### src/rtl/axi_config_master_if.sv
// Command/response port and AXI4 master channels of axi_config_master.
// The master modport is the DUT view; slave is the view of local control plus interconnect.
interface axi_config_master_if #(
  parameter int unsigned ADDR_WIDTH = 32,
  parameter int unsigned DATA_WIDTH = 32,
  parameter int unsigned ID_WIDTH   = 8
);
  localparam int unsigned STRB_WIDTH = DATA_WIDTH / 8;

  logic                  cmd_valid;
  logic                  cmd_ready;
  logic                  cmd_we;
  logic [ADDR_WIDTH-1:0] cmd_addr;
  logic [DATA_WIDTH-1:0] cmd_wdata;
  logic [STRB_WIDTH-1:0] cmd_wstrb;

  logic                  rsp_valid;
  logic                  rsp_we;
  logic [DATA_WIDTH-1:0] rsp_rdata;
  logic [1:0]            rsp_resp;
  logic                  rsp_err;
  logic                  busy;
  logic                  timeout;

  logic [ID_WIDTH-1:0]   m_axi_awid;
  logic [ADDR_WIDTH-1:0] m_axi_awaddr;
  logic [7:0]            m_axi_awlen;
  logic [2:0]            m_axi_awsize;
  logic [1:0]            m_axi_awburst;
  logic                  m_axi_awlock;
  logic [3:0]            m_axi_awcache;
  logic [2:0]            m_axi_awprot;
  logic [3:0]            m_axi_awqos;
  logic [3:0]            m_axi_awregion;
  logic                  m_axi_awvalid;
  logic                  m_axi_awready;

  logic [DATA_WIDTH-1:0] m_axi_wdata;
  logic [STRB_WIDTH-1:0] m_axi_wstrb;
  logic                  m_axi_wlast;
  logic                  m_axi_wvalid;
  logic                  m_axi_wready;

  logic [ID_WIDTH-1:0]   m_axi_bid;
  logic [1:0]            m_axi_bresp;
  logic                  m_axi_bvalid;
  logic                  m_axi_bready;

  logic [ID_WIDTH-1:0]   m_axi_arid;
  logic [ADDR_WIDTH-1:0] m_axi_araddr;
  logic [7:0]            m_axi_arlen;
  logic [2:0]            m_axi_arsize;
  logic [1:0]            m_axi_arburst;
  logic                  m_axi_arlock;
  logic [3:0]            m_axi_arcache;
  logic [2:0]            m_axi_arprot;
  logic [3:0]            m_axi_arqos;
  logic [3:0]            m_axi_arregion;
  logic                  m_axi_arvalid;
  logic                  m_axi_arready;

  logic [ID_WIDTH-1:0]   m_axi_rid;
  logic [DATA_WIDTH-1:0] m_axi_rdata;
  logic [1:0]            m_axi_rresp;
  logic                  m_axi_rlast;
  logic                  m_axi_rvalid;
  logic                  m_axi_rready;

  modport master (
    input  cmd_valid, cmd_we, cmd_addr, cmd_wdata, cmd_wstrb,
    output cmd_ready, rsp_valid, rsp_we, rsp_rdata, rsp_resp, rsp_err, busy, timeout,
    output m_axi_awid, m_axi_awaddr, m_axi_awlen, m_axi_awsize, m_axi_awburst, m_axi_awlock,
           m_axi_awcache, m_axi_awprot, m_axi_awqos, m_axi_awregion, m_axi_awvalid,
    input  m_axi_awready,
    output m_axi_wdata, m_axi_wstrb, m_axi_wlast, m_axi_wvalid,
    input  m_axi_wready,
    input  m_axi_bid, m_axi_bresp, m_axi_bvalid,
    output m_axi_bready,
    output m_axi_arid, m_axi_araddr, m_axi_arlen, m_axi_arsize, m_axi_arburst, m_axi_arlock,
           m_axi_arcache, m_axi_arprot, m_axi_arqos, m_axi_arregion, m_axi_arvalid,
    input  m_axi_arready,
    input  m_axi_rid, m_axi_rdata, m_axi_rresp, m_axi_rlast, m_axi_rvalid,
    output m_axi_rready
  );

  modport slave (
    output cmd_valid, cmd_we, cmd_addr, cmd_wdata, cmd_wstrb,
    input  cmd_ready, rsp_valid, rsp_we, rsp_rdata, rsp_resp, rsp_err, busy, timeout,
    input  m_axi_awid, m_axi_awaddr, m_axi_awlen, m_axi_awsize, m_axi_awburst, m_axi_awlock,
           m_axi_awcache, m_axi_awprot, m_axi_awqos, m_axi_awregion, m_axi_awvalid,
    output m_axi_awready,
    input  m_axi_wdata, m_axi_wstrb, m_axi_wlast, m_axi_wvalid,
    output m_axi_wready,
    output m_axi_bid, m_axi_bresp, m_axi_bvalid,
    input  m_axi_bready,
    input  m_axi_arid, m_axi_araddr, m_axi_arlen, m_axi_arsize, m_axi_arburst, m_axi_arlock,
           m_axi_arcache, m_axi_arprot, m_axi_arqos, m_axi_arregion, m_axi_arvalid,
    output m_axi_arready,
    output m_axi_rid, m_axi_rdata, m_axi_rresp, m_axi_rlast, m_axi_rvalid,
    input  m_axi_rready
  );
endinterface

### src/rtl/axi_config_master.sv
// Single-outstanding AXI4 master turning register commands into single-beat transactions.
// Optional watchdog: define AXI_CONFIG_MASTER_TIMEOUT_EN for the sticky timeout flag.
module axi_config_master #(
  parameter int unsigned ADDR_WIDTH     = 32,
  parameter int unsigned DATA_WIDTH     = 32,
  parameter int unsigned STRB_WIDTH     = DATA_WIDTH / 8,
  parameter int unsigned ID_WIDTH       = 8,
  parameter int unsigned AXI_ID         = 0,
  parameter int unsigned TIMEOUT_CYCLES = 1024
) (
  input  logic                       clk,
  input  logic                       rst,
  axi_config_master_if.master        bus
);

  typedef enum logic [2:0] {S_IDLE, S_WR, S_WB, S_RA, S_RR} state_t;

  state_t                r_state,     w_state_nxt;
  logic                  r_cmd_ready, w_cmd_ready_nxt;
  logic                  r_awvalid,   w_awvalid_nxt;
  logic                  r_wvalid,    w_wvalid_nxt;
  logic                  r_bready,    w_bready_nxt;
  logic                  r_arvalid,   w_arvalid_nxt;
  logic                  r_rready,    w_rready_nxt;
  logic [ADDR_WIDTH-1:0] r_addr,      w_addr_nxt;
  logic [DATA_WIDTH-1:0] r_wdata,     w_wdata_nxt;
  logic [STRB_WIDTH-1:0] r_wstrb,     w_wstrb_nxt;
  logic                  r_rsp_valid, w_rsp_valid_nxt;
  logic                  r_rsp_we,    w_rsp_we_nxt;
  logic [DATA_WIDTH-1:0] r_rsp_rdata, w_rsp_rdata_nxt;
  logic [1:0]            r_rsp_resp,  w_rsp_resp_nxt;
  logic                  r_busy;
  logic                  w_cmd_fire;
  logic                  w_unused;

  assign w_cmd_fire = (r_state == S_IDLE) && r_cmd_ready && bus.cmd_valid;

  // State and registered outputs
  always_ff @(posedge clk) begin
    if (rst) begin
      r_state     <= S_IDLE;
      r_cmd_ready <= 1'b0;
      r_awvalid   <= 1'b0;
      r_wvalid    <= 1'b0;
      r_bready    <= 1'b0;
      r_arvalid   <= 1'b0;
      r_rready    <= 1'b0;
      r_addr      <= '0;
      r_wdata     <= '0;
      r_wstrb     <= '0;
      r_rsp_valid <= 1'b0;
      r_rsp_we    <= 1'b0;
      r_rsp_rdata <= '0;
      r_rsp_resp  <= 2'b00;
      r_busy      <= 1'b0;
    end else begin
      r_state     <= w_state_nxt;
      r_cmd_ready <= w_cmd_ready_nxt;
      r_awvalid   <= w_awvalid_nxt;
      r_wvalid    <= w_wvalid_nxt;
      r_bready    <= w_bready_nxt;
      r_arvalid   <= w_arvalid_nxt;
      r_rready    <= w_rready_nxt;
      r_addr      <= w_addr_nxt;
      r_wdata     <= w_wdata_nxt;
      r_wstrb     <= w_wstrb_nxt;
      r_rsp_valid <= w_rsp_valid_nxt;
      r_rsp_we    <= w_rsp_we_nxt;
      r_rsp_rdata <= w_rsp_rdata_nxt;
      r_rsp_resp  <= w_rsp_resp_nxt;
      r_busy      <= (w_state_nxt != S_IDLE) || w_rsp_valid_nxt;
    end
  end

  // Next-state and next-output decode
  always_comb begin
    w_state_nxt     = r_state;
    w_cmd_ready_nxt = r_cmd_ready;
    w_awvalid_nxt   = r_awvalid;
    w_wvalid_nxt    = r_wvalid;
    w_bready_nxt    = r_bready;
    w_arvalid_nxt   = r_arvalid;
    w_rready_nxt    = r_rready;
    w_addr_nxt      = r_addr;
    w_wdata_nxt     = r_wdata;
    w_wstrb_nxt     = r_wstrb;
    w_rsp_valid_nxt = 1'b0;
    w_rsp_we_nxt    = r_rsp_we;
    w_rsp_rdata_nxt = r_rsp_rdata;
    w_rsp_resp_nxt  = r_rsp_resp;
    case (r_state)
      S_IDLE: begin
        w_cmd_ready_nxt = 1'b1;
        if (w_cmd_fire) begin
          w_cmd_ready_nxt = 1'b0;
          w_addr_nxt      = bus.cmd_addr;
          w_wdata_nxt     = bus.cmd_wdata;
          w_wstrb_nxt     = bus.cmd_wstrb;
          if (bus.cmd_we) begin
            w_state_nxt   = S_WR;
            w_awvalid_nxt = 1'b1;
            w_wvalid_nxt  = 1'b1;
          end else begin
            w_state_nxt   = S_RA;
            w_arvalid_nxt = 1'b1;
          end
        end
      end
      // AW and W retire independently; B is awaited once both are gone
      S_WR: begin
        if (bus.m_axi_awready) w_awvalid_nxt = 1'b0;
        if (bus.m_axi_wready)  w_wvalid_nxt  = 1'b0;
        if (!w_awvalid_nxt && !w_wvalid_nxt) begin
          w_state_nxt  = S_WB;
          w_bready_nxt = 1'b1;
        end
      end
      S_WB: begin
        if (bus.m_axi_bvalid) begin
          w_state_nxt     = S_IDLE;
          w_bready_nxt    = 1'b0;
          w_cmd_ready_nxt = 1'b1;
          w_rsp_valid_nxt = 1'b1;
          w_rsp_we_nxt    = 1'b1;
          w_rsp_rdata_nxt = '0;
          w_rsp_resp_nxt  = bus.m_axi_bresp;
        end
      end
      S_RA: begin
        if (bus.m_axi_arready) begin
          w_state_nxt   = S_RR;
          w_arvalid_nxt = 1'b0;
          w_rready_nxt  = 1'b1;
        end
      end
      S_RR: begin
        if (bus.m_axi_rvalid) begin
          w_state_nxt     = S_IDLE;
          w_rready_nxt    = 1'b0;
          w_cmd_ready_nxt = 1'b1;
          w_rsp_valid_nxt = 1'b1;
          w_rsp_we_nxt    = 1'b0;
          w_rsp_rdata_nxt = bus.m_axi_rdata;
          w_rsp_resp_nxt  = bus.m_axi_rresp;
        end
      end
      default: w_state_nxt = S_IDLE;
    endcase
  end

`ifdef AXI_CONFIG_MASTER_TIMEOUT_EN
  localparam int unsigned CNT_W = $clog2(TIMEOUT_CYCLES + 1);
  logic [CNT_W-1:0] r_wd_cnt;
  logic             r_timeout;

  // Watchdog saturates at the limit; the flag stays set until reset
  always_ff @(posedge clk) begin
    if (rst) begin
      r_wd_cnt  <= '0;
      r_timeout <= 1'b0;
    end else if (w_cmd_fire) begin
      r_wd_cnt  <= '0;
    end else if ((r_state != S_IDLE) && (r_wd_cnt != CNT_W'(TIMEOUT_CYCLES))) begin
      r_wd_cnt <= r_wd_cnt + CNT_W'(1);
      if (r_wd_cnt == CNT_W'(TIMEOUT_CYCLES - 1)) r_timeout <= 1'b1;
    end
  end

  assign bus.timeout = r_timeout;
`else
  assign bus.timeout = 1'b0;
`endif

  assign w_unused = ^{bus.m_axi_bid, bus.m_axi_rid, bus.m_axi_rlast, 1'(TIMEOUT_CYCLES % 2)};

  assign bus.cmd_ready = r_cmd_ready;
  assign bus.rsp_valid = r_rsp_valid;
  assign bus.rsp_we    = r_rsp_we;
  assign bus.rsp_rdata = r_rsp_rdata;
  assign bus.rsp_resp  = r_rsp_resp;
  assign bus.rsp_err   = r_rsp_resp[1];
  assign bus.busy      = r_busy;

  assign bus.m_axi_awid     = ID_WIDTH'(AXI_ID);
  assign bus.m_axi_awaddr   = r_addr;
  assign bus.m_axi_awlen    = 8'd0;
  assign bus.m_axi_awsize   = 3'($clog2(STRB_WIDTH));
  assign bus.m_axi_awburst  = 2'b01;
  assign bus.m_axi_awlock   = 1'b0;
  assign bus.m_axi_awcache  = 4'b0011;
  assign bus.m_axi_awprot   = 3'b000;
  assign bus.m_axi_awqos    = 4'd0;
  assign bus.m_axi_awregion = 4'd0;
  assign bus.m_axi_awvalid  = r_awvalid;

  assign bus.m_axi_wdata    = r_wdata;
  assign bus.m_axi_wstrb    = r_wstrb;
  assign bus.m_axi_wlast    = 1'b1;
  assign bus.m_axi_wvalid   = r_wvalid;
  assign bus.m_axi_bready   = r_bready;

  assign bus.m_axi_arid     = ID_WIDTH'(AXI_ID);
  assign bus.m_axi_araddr   = r_addr;
  assign bus.m_axi_arlen    = 8'd0;
  assign bus.m_axi_arsize   = 3'($clog2(STRB_WIDTH));
  assign bus.m_axi_arburst  = 2'b01;
  assign bus.m_axi_arlock   = 1'b0;
  assign bus.m_axi_arcache  = 4'b0011;
  assign bus.m_axi_arprot   = 3'b000;
  assign bus.m_axi_arqos    = 4'd0;
  assign bus.m_axi_arregion = 4'd0;
  assign bus.m_axi_arvalid  = r_arvalid;
  assign bus.m_axi_rready   = r_rready;

endmodule
### src/flat_wrapper.sv
// flat-port wrapper written by rule: the top's interface ports become plain ports
module axi_config_master_flat 
#(
  parameter int unsigned ADDR_WIDTH     = 32,
  parameter int unsigned DATA_WIDTH     = 32,
  parameter int unsigned STRB_WIDTH     = DATA_WIDTH / 8,
  parameter int unsigned ID_WIDTH       = 8,
  parameter int unsigned AXI_ID         = 0,
  parameter int unsigned TIMEOUT_CYCLES = 1024
)
  (clk, rst, bus_cmd_valid, bus_cmd_we, bus_cmd_addr, bus_cmd_wdata, bus_cmd_wstrb, bus_cmd_ready, bus_rsp_valid, bus_rsp_we, bus_rsp_rdata, bus_rsp_resp, bus_rsp_err, bus_busy, bus_timeout, bus_m_axi_awid, bus_m_axi_awaddr, bus_m_axi_awlen, bus_m_axi_awsize, bus_m_axi_awburst, bus_m_axi_awlock, bus_m_axi_awcache, bus_m_axi_awprot, bus_m_axi_awqos, bus_m_axi_awregion, bus_m_axi_awvalid, bus_m_axi_awready, bus_m_axi_wdata, bus_m_axi_wstrb, bus_m_axi_wlast, bus_m_axi_wvalid, bus_m_axi_wready, bus_m_axi_bid, bus_m_axi_bresp, bus_m_axi_bvalid, bus_m_axi_bready, bus_m_axi_arid, bus_m_axi_araddr, bus_m_axi_arlen, bus_m_axi_arsize, bus_m_axi_arburst, bus_m_axi_arlock, bus_m_axi_arcache, bus_m_axi_arprot, bus_m_axi_arqos, bus_m_axi_arregion, bus_m_axi_arvalid, bus_m_axi_arready, bus_m_axi_rid, bus_m_axi_rdata, bus_m_axi_rresp, bus_m_axi_rlast, bus_m_axi_rvalid, bus_m_axi_rready);
  axi_config_master_if #(.ADDR_WIDTH(ADDR_WIDTH), .DATA_WIDTH(DATA_WIDTH), .ID_WIDTH(ID_WIDTH)) bus_i ();
  input  logic clk;
  input  logic rst;
  input wire logic [$bits(bus_i.cmd_valid)-1:0] bus_cmd_valid;
  input wire logic [$bits(bus_i.cmd_we)-1:0] bus_cmd_we;
  input wire logic [$bits(bus_i.cmd_addr)-1:0] bus_cmd_addr;
  input wire logic [$bits(bus_i.cmd_wdata)-1:0] bus_cmd_wdata;
  input wire logic [$bits(bus_i.cmd_wstrb)-1:0] bus_cmd_wstrb;
  output wire logic [$bits(bus_i.cmd_ready)-1:0] bus_cmd_ready;
  output wire logic [$bits(bus_i.rsp_valid)-1:0] bus_rsp_valid;
  output wire logic [$bits(bus_i.rsp_we)-1:0] bus_rsp_we;
  output wire logic [$bits(bus_i.rsp_rdata)-1:0] bus_rsp_rdata;
  output wire logic [$bits(bus_i.rsp_resp)-1:0] bus_rsp_resp;
  output wire logic [$bits(bus_i.rsp_err)-1:0] bus_rsp_err;
  output wire logic [$bits(bus_i.busy)-1:0] bus_busy;
  output wire logic [$bits(bus_i.timeout)-1:0] bus_timeout;
  output wire logic [$bits(bus_i.m_axi_awid)-1:0] bus_m_axi_awid;
  output wire logic [$bits(bus_i.m_axi_awaddr)-1:0] bus_m_axi_awaddr;
  output wire logic [$bits(bus_i.m_axi_awlen)-1:0] bus_m_axi_awlen;
  output wire logic [$bits(bus_i.m_axi_awsize)-1:0] bus_m_axi_awsize;
  output wire logic [$bits(bus_i.m_axi_awburst)-1:0] bus_m_axi_awburst;
  output wire logic [$bits(bus_i.m_axi_awlock)-1:0] bus_m_axi_awlock;
  output wire logic [$bits(bus_i.m_axi_awcache)-1:0] bus_m_axi_awcache;
  output wire logic [$bits(bus_i.m_axi_awprot)-1:0] bus_m_axi_awprot;
  output wire logic [$bits(bus_i.m_axi_awqos)-1:0] bus_m_axi_awqos;
  output wire logic [$bits(bus_i.m_axi_awregion)-1:0] bus_m_axi_awregion;
  output wire logic [$bits(bus_i.m_axi_awvalid)-1:0] bus_m_axi_awvalid;
  input wire logic [$bits(bus_i.m_axi_awready)-1:0] bus_m_axi_awready;
  output wire logic [$bits(bus_i.m_axi_wdata)-1:0] bus_m_axi_wdata;
  output wire logic [$bits(bus_i.m_axi_wstrb)-1:0] bus_m_axi_wstrb;
  output wire logic [$bits(bus_i.m_axi_wlast)-1:0] bus_m_axi_wlast;
  output wire logic [$bits(bus_i.m_axi_wvalid)-1:0] bus_m_axi_wvalid;
  input wire logic [$bits(bus_i.m_axi_wready)-1:0] bus_m_axi_wready;
  input wire logic [$bits(bus_i.m_axi_bid)-1:0] bus_m_axi_bid;
  input wire logic [$bits(bus_i.m_axi_bresp)-1:0] bus_m_axi_bresp;
  input wire logic [$bits(bus_i.m_axi_bvalid)-1:0] bus_m_axi_bvalid;
  output wire logic [$bits(bus_i.m_axi_bready)-1:0] bus_m_axi_bready;
  output wire logic [$bits(bus_i.m_axi_arid)-1:0] bus_m_axi_arid;
  output wire logic [$bits(bus_i.m_axi_araddr)-1:0] bus_m_axi_araddr;
  output wire logic [$bits(bus_i.m_axi_arlen)-1:0] bus_m_axi_arlen;
  output wire logic [$bits(bus_i.m_axi_arsize)-1:0] bus_m_axi_arsize;
  output wire logic [$bits(bus_i.m_axi_arburst)-1:0] bus_m_axi_arburst;
  output wire logic [$bits(bus_i.m_axi_arlock)-1:0] bus_m_axi_arlock;
  output wire logic [$bits(bus_i.m_axi_arcache)-1:0] bus_m_axi_arcache;
  output wire logic [$bits(bus_i.m_axi_arprot)-1:0] bus_m_axi_arprot;
  output wire logic [$bits(bus_i.m_axi_arqos)-1:0] bus_m_axi_arqos;
  output wire logic [$bits(bus_i.m_axi_arregion)-1:0] bus_m_axi_arregion;
  output wire logic [$bits(bus_i.m_axi_arvalid)-1:0] bus_m_axi_arvalid;
  input wire logic [$bits(bus_i.m_axi_arready)-1:0] bus_m_axi_arready;
  input wire logic [$bits(bus_i.m_axi_rid)-1:0] bus_m_axi_rid;
  input wire logic [$bits(bus_i.m_axi_rdata)-1:0] bus_m_axi_rdata;
  input wire logic [$bits(bus_i.m_axi_rresp)-1:0] bus_m_axi_rresp;
  input wire logic [$bits(bus_i.m_axi_rlast)-1:0] bus_m_axi_rlast;
  input wire logic [$bits(bus_i.m_axi_rvalid)-1:0] bus_m_axi_rvalid;
  output wire logic [$bits(bus_i.m_axi_rready)-1:0] bus_m_axi_rready;
  assign bus_i.cmd_valid = bus_cmd_valid;
  assign bus_i.cmd_we = bus_cmd_we;
  assign bus_i.cmd_addr = bus_cmd_addr;
  assign bus_i.cmd_wdata = bus_cmd_wdata;
  assign bus_i.cmd_wstrb = bus_cmd_wstrb;
  assign bus_cmd_ready = bus_i.cmd_ready;
  assign bus_rsp_valid = bus_i.rsp_valid;
  assign bus_rsp_we = bus_i.rsp_we;
  assign bus_rsp_rdata = bus_i.rsp_rdata;
  assign bus_rsp_resp = bus_i.rsp_resp;
  assign bus_rsp_err = bus_i.rsp_err;
  assign bus_busy = bus_i.busy;
  assign bus_timeout = bus_i.timeout;
  assign bus_m_axi_awid = bus_i.m_axi_awid;
  assign bus_m_axi_awaddr = bus_i.m_axi_awaddr;
  assign bus_m_axi_awlen = bus_i.m_axi_awlen;
  assign bus_m_axi_awsize = bus_i.m_axi_awsize;
  assign bus_m_axi_awburst = bus_i.m_axi_awburst;
  assign bus_m_axi_awlock = bus_i.m_axi_awlock;
  assign bus_m_axi_awcache = bus_i.m_axi_awcache;
  assign bus_m_axi_awprot = bus_i.m_axi_awprot;
  assign bus_m_axi_awqos = bus_i.m_axi_awqos;
  assign bus_m_axi_awregion = bus_i.m_axi_awregion;
  assign bus_m_axi_awvalid = bus_i.m_axi_awvalid;
  assign bus_i.m_axi_awready = bus_m_axi_awready;
  assign bus_m_axi_wdata = bus_i.m_axi_wdata;
  assign bus_m_axi_wstrb = bus_i.m_axi_wstrb;
  assign bus_m_axi_wlast = bus_i.m_axi_wlast;
  assign bus_m_axi_wvalid = bus_i.m_axi_wvalid;
  assign bus_i.m_axi_wready = bus_m_axi_wready;
  assign bus_i.m_axi_bid = bus_m_axi_bid;
  assign bus_i.m_axi_bresp = bus_m_axi_bresp;
  assign bus_i.m_axi_bvalid = bus_m_axi_bvalid;
  assign bus_m_axi_bready = bus_i.m_axi_bready;
  assign bus_m_axi_arid = bus_i.m_axi_arid;
  assign bus_m_axi_araddr = bus_i.m_axi_araddr;
  assign bus_m_axi_arlen = bus_i.m_axi_arlen;
  assign bus_m_axi_arsize = bus_i.m_axi_arsize;
  assign bus_m_axi_arburst = bus_i.m_axi_arburst;
  assign bus_m_axi_arlock = bus_i.m_axi_arlock;
  assign bus_m_axi_arcache = bus_i.m_axi_arcache;
  assign bus_m_axi_arprot = bus_i.m_axi_arprot;
  assign bus_m_axi_arqos = bus_i.m_axi_arqos;
  assign bus_m_axi_arregion = bus_i.m_axi_arregion;
  assign bus_m_axi_arvalid = bus_i.m_axi_arvalid;
  assign bus_i.m_axi_arready = bus_m_axi_arready;
  assign bus_i.m_axi_rid = bus_m_axi_rid;
  assign bus_i.m_axi_rdata = bus_m_axi_rdata;
  assign bus_i.m_axi_rresp = bus_m_axi_rresp;
  assign bus_i.m_axi_rlast = bus_m_axi_rlast;
  assign bus_i.m_axi_rvalid = bus_m_axi_rvalid;
  assign bus_m_axi_rready = bus_i.m_axi_rready;
  axi_config_master #(.ADDR_WIDTH(ADDR_WIDTH), .DATA_WIDTH(DATA_WIDTH), .STRB_WIDTH(STRB_WIDTH), .ID_WIDTH(ID_WIDTH), .AXI_ID(AXI_ID), .TIMEOUT_CYCLES(TIMEOUT_CYCLES)) u_core (.clk(clk), .rst(rst), .bus(bus_i));
endmodule
### config.mk
export PLATFORM = sky130hd
export DESIGN_NAME = axi_config_master_flat
export DESIGN_NICKNAME = d
export VERILOG_FILES = /design/src/rtl/axi_config_master_if.sv /design/src/rtl/axi_config_master.sv /design/src/flat_wrapper.sv
export SDC_FILE = /design/constraint.sdc
export NUM_CORES = 1
export LEC_CHECK = 0
export CAP_MARGIN = 20
export CORE_MARGIN = 8
export CORE_UTILIZATION = 35
export DETAILED_ROUTE_END_ITERATION = 16
export PLACE_DENSITY_LB_ADDON = 0.25
export SLEW_MARGIN = 0
export SYNTH_ARGS = -nofsm -noshare
export SYNTH_HDL_FRONTEND = slang
export SYNTH_SLANG_ARGS = --single-unit
### constraint.sdc
create_clock -name clk -period 1.6 [get_ports clk]
set_input_delay 0.16 -clock clk [delete_from_list [all_inputs] [get_ports clk]]
set_output_delay 0.16 -clock clk [all_outputs]
set_load 0.03 [all_outputs]
==> run_results.csv <==
group,metric,value,unit
run_status,status,"finished clean",
clock_tree,clkTransAtPathRegs,0.05,ns
power,swShare,0.286,
logic_synthesis,ys_ff_latch,114,
finish,area_delta_synth_final,54.1,%
power,p_int,5.73,mW
logic_synthesis,yosysUniqueCellTypes,32,
global_route,grt_usage,0.170,
min_path,holdCritPathClass,"in2reg",
logic_synthesis,synth_top_family_by_area,"buffers and inverters",
setup_path,worstPathRequired,1.44,ns
finish,drive_gt1_frac,0.0604,
timing,grt_setup_unrepaired,"true",
detailed_routing,totalWireLength,16.4,mm
min_path,hp-start,"bus_cmd_wdata[21]",
floorplanning,start_util,0.357,
setup_path,timing.rr.start,"u_core.r_state[1]$_SDFF_PP0_",
placement,io_buffers,256,
setup_path,r2r_end,"u_core.bus.busy$_SDFF_PP0_",
finish,nFillCells,1328,
power,seq_power_share,0.381,
timing,tightest_slew,0.562,ns
timing,max_clock_freq,649,MHz
detailed_routing,drc,0,
setup_path,ff2ff_setup_slack,0.11,ns
power,p_sw,2.29,mW
detailed_routing,top_layer_used,"met4",
floorplanning,ios,350,
setup_path,crit_buf_inv,1,
finish,final-instance-count-excl-fill,1026,
power,pwr-share-comb,0.192,
power,irDropWorstVdd,591,µV
global_route,overflow,0,
logic_synthesis,synth-edff-count,0,
logic_synthesis,netlist_top_cells_count,"nand2_1 (175), dfxtp_1 (114), buf_4 (112)",
placement,gp_congestion,0.819,
timing,final.setup.tns,0,ns
global_route,antenna_found_initial,2,
logic_synthesis,async_flop_share,0,
min_path,whs_path_depth,3,
detailed_routing,wl_met2,7.97,mm
setup_path,crit_slowest_cell,"clkdlybuf4s50_1",
global_route,grt_pass1_vias,4566,
logic_synthesis,synth_warnings,0,
detailed_routing,met1_length,5.88,mm
power,total_power,8.02,mW
logic_synthesis,synth-simple-area-share,0.200,
logic_synthesis,syn_inst,618,
floorplanning,coreArea,0.0139,mm²
setup_path,max_stage_delay,0.67,ns
floorplanning,die_w,135,µm
clock_tree,clock_path_buffers,2,
timing,clock-skew-final,0.00520,ns
timing,hold_violations,0,
floorplanning,rows,43,
detailed_routing,vias,4616,
global_route,grt_start_max_net_pins,56,
clock_tree,clock-sinks,114,
logic_synthesis,muxShareOfSynthArea,0.00404,
clock_tree,clock_latency,0.41,ns
logic_synthesis,synth_ff_type,"dfxtp_1",
power,power.leakage,3.76,nW
detailed_routing,via_per_inst,4.50,
finish,fin_nets,962,
timing,final-max-slew-violation-count,0,
setup_path,worstPathArrival,1.38,ns
logic_synthesis,synth.area.top_cells,"dfxtp_1 (46%), buf_4 (17%), nand2_1 (13%), a21oi_1 (11%), nand3_1 (3.4%)",
placement,post-dp-hpwl,12.4,mm
logic_synthesis,syn_area,0.00496,mm²
clock_tree,htree_levels,4,
logic_synthesis,synth_xor_area_frac,0,
timing,finalSetupViolations,0,
floorplanning,die-area,0.0182,mm²
setup_path,path_delay_family,"buffers and inverters",
floorplanning,die_h,135,µm
clock_tree,cts_root_buffer,"clkbuf_16",
timing,fin_crit_sh,0.963,
detailed_routing,wl_per_cell,16.0,µm
power,power_frac_clock,0.427,
setup_path,crit_start,"u_core.bus.busy$_SDFF_PP0_",
setup_path,worstSetupPathType,"reg2out",
global_route,grt_pass1_wl,24.4,mm
setup_path,reg2regPathDepth,4,
job,drv_cap,0,
detailed_routing,dr.pass1.iters,4,
power,powerDensity,1050,mW/mm²
placement,dp.cells,992,
setup_path,end_kind,"output port",
clock_tree,cts_buffers,17,
detailed_routing,wl_met3,2.24,mm
logic_synthesis,yosysSeqAreaShare,0.460,
timing,slew_headroom,0.625,
setup_path,critPathLaunchType,"register",
logic_synthesis,synth.avg_cell_area,8.02,µm²
timing,period_needed,1.54,ns
logic_synthesis,synth.most_common_cell,"nand2_1",
logic_synthesis,synth_compound_area_frac,0.124,
setup_path,cp_max_fo,1,
logic_synthesis,synthAdderAreaFrac,0,
logic_synthesis,yosysTopAreaCell,"dfxtp_1",
detailed_routing,drt-initial-drc-count,188,
detailed_routing,ant_nets,0,
logic_synthesis,netlist.area_leader.share,0.460,
min_path,hold_end,"u_core.bus.m_axi_wdata[21]$_SDFFE_PP0P_",
clock_tree,cts_tree,"yes",
setup_path,crit_chain,"clkdlybuf4s50_1",
[how the worst max path moves through the flow]
stage | endpoint | slack [ns] | cells after the start
after global placement | u_core.bus.busy$_SDFF_PP0_ | -0.16 | 5
final | bus_busy | 0.06 | 1
after global routing | u_core.bus.m_axi_araddr[28]$_SDFFE_PP0P_ | -0.01 | 5
after floorplan | u_core.bus.busy$_SDFF_PP0_ | 0.09 | 4
after CTS | bus_rsp_rdata[15] | 0.001 | 1
after detailed placement | u_core.bus.busy$_SDFF_PP0_ | -0.15 | 5
[worst register-to-register path, cell delays in order (launching register included)]
cell      delay (ns)
dfxtp_2         0.49
nand3b_1        0.23
a21o_1          0.23
nor2_1          0.07
or3_1           0.36
[layout make-up]
type / count / area (µm²) / area share
clock buffer: 26 / 519 / 0.0680
inverter: 2 / 7.51 / 0.000983
timing repair buffer: 270 / 2640 / 0.345
multi-input combinational: 427 / 1930 / 0.253
sequential: 114 / 2290 / 0.300
clock inverter: 5 / 25.0 / 0.00328
antenna: 2 / 5.00 / 0.000655
tap: 180 / 225 / 0.0295
[metal layers]
| layer | global-route usage | vias to the layer above |
|---|---|---|
| met5 | 0 | - |
| met4 | 0.0672 | 0 |
| met3 | 0.110 | 24 |
| met2 | 0.283 | 220 |
| met1 | 0.165 | 2114 |
| li1 | - | 2258 |
[cell usage in the layout, fill, tap and decap left out, types with 3 or more instances in the layout]
cell	netlist	routed
nand2_1	175	175
clkinv_2	0	5
a21oi_1	106	106
nor2b_1	3	3
clkbuf_8	0	6
dlygate4sd2_1	0	120
buf_4	112	9
clkbuf_16	0	17
dlymetal6s2s_1	0	22
nand2b_1	4	4
clkbuf_1	17	3
dfxtp_1	114	111
buf_12	0	5
clkdlybuf4s50_1	0	113
nand3_1	34	33
conb_1	2	76
a211oi_1	3	3
nor2_1	4	4
[flip-flops by register name, summed over array words and instances (netlist names)]
register / cells
u_core.bus.rsp_we: 1
u_core.bus.m_axi_awvalid: 1
u_core.bus.cmd_ready: 1
u_core.bus.m_axi_wstrb: 4
u_core.bus.m_axi_wdata: 32
u_core.bus.rsp_resp: 2
u_core.bus.m_axi_bready: 1
u_core.bus.m_axi_rready: 1
u_core.bus.rsp_valid: 1
u_core.bus.rsp_rdata: 32
u_core.bus.m_axi_araddr: 32
u_core.r_state: 3
u_core.bus.busy: 1
u_core.bus.m_axi_arvalid: 1
u_core.bus.m_axi_wvalid: 1
[through the flow]
step	area [µm²]	util	hold slack (ns)	setup WS [ns]
after floorplan	5240	-	0.237	0.0861
after global placement	7160	0.516	0.415	-0.158
after detailed placement	7160	0.516	0.428	-0.147
after CTS	7560	0.545	0.284	0.00109
after global routing	7640	0.550	0.283	-0.0134
final	7640	0.550	0.303	0.0593
[timing repair]
| item | CTS | global route |
|---|---|---|
| gates resized for setup | 121 | 28 |
| buffers inserted | 0 | 0 |
| endpoints found under the hold margin | 4 | 0 |
| endpoints found under the setup margin | 122 | 33 |
| cloned | 0 | 0 |
| pin swaps | 0 | 0 |
| hold buffers | 1 | 0 |
[cell families (layout without fill, tap and decap cells)]
| family | after synthesis | count (layout) |
|---|---|---|
| muxes | 2 | 2 |
| other | 2 | 78 |
| AOI/OAI and AO/OA | 116 | 116 |
| and+or+nand+nor | 233 | 233 |
| DFF | 114 | 114 |
| buffers and inverters | 151 | 303 |
[power groups by stage]
| stage | registers [mW] | logic (mW) | clock network [mW] |
|---|---|---|---|
| 6_report | 3.06 | 1.54 | 3.43 |
| 5_1_grt | 3.07 | 1.63 | 3.64 |
| 4_1_cts | 3.06 | 1.54 | 3.50 |
| 3_5_place_dp | 3.12 | 1.64 | 0 |
| 3_3_place_gp | 3.11 | 1.63 | 0 |
| 2_1_floorplan | 3.34 | 0.889 | 0 |
(Power assumes the default switching activity.)
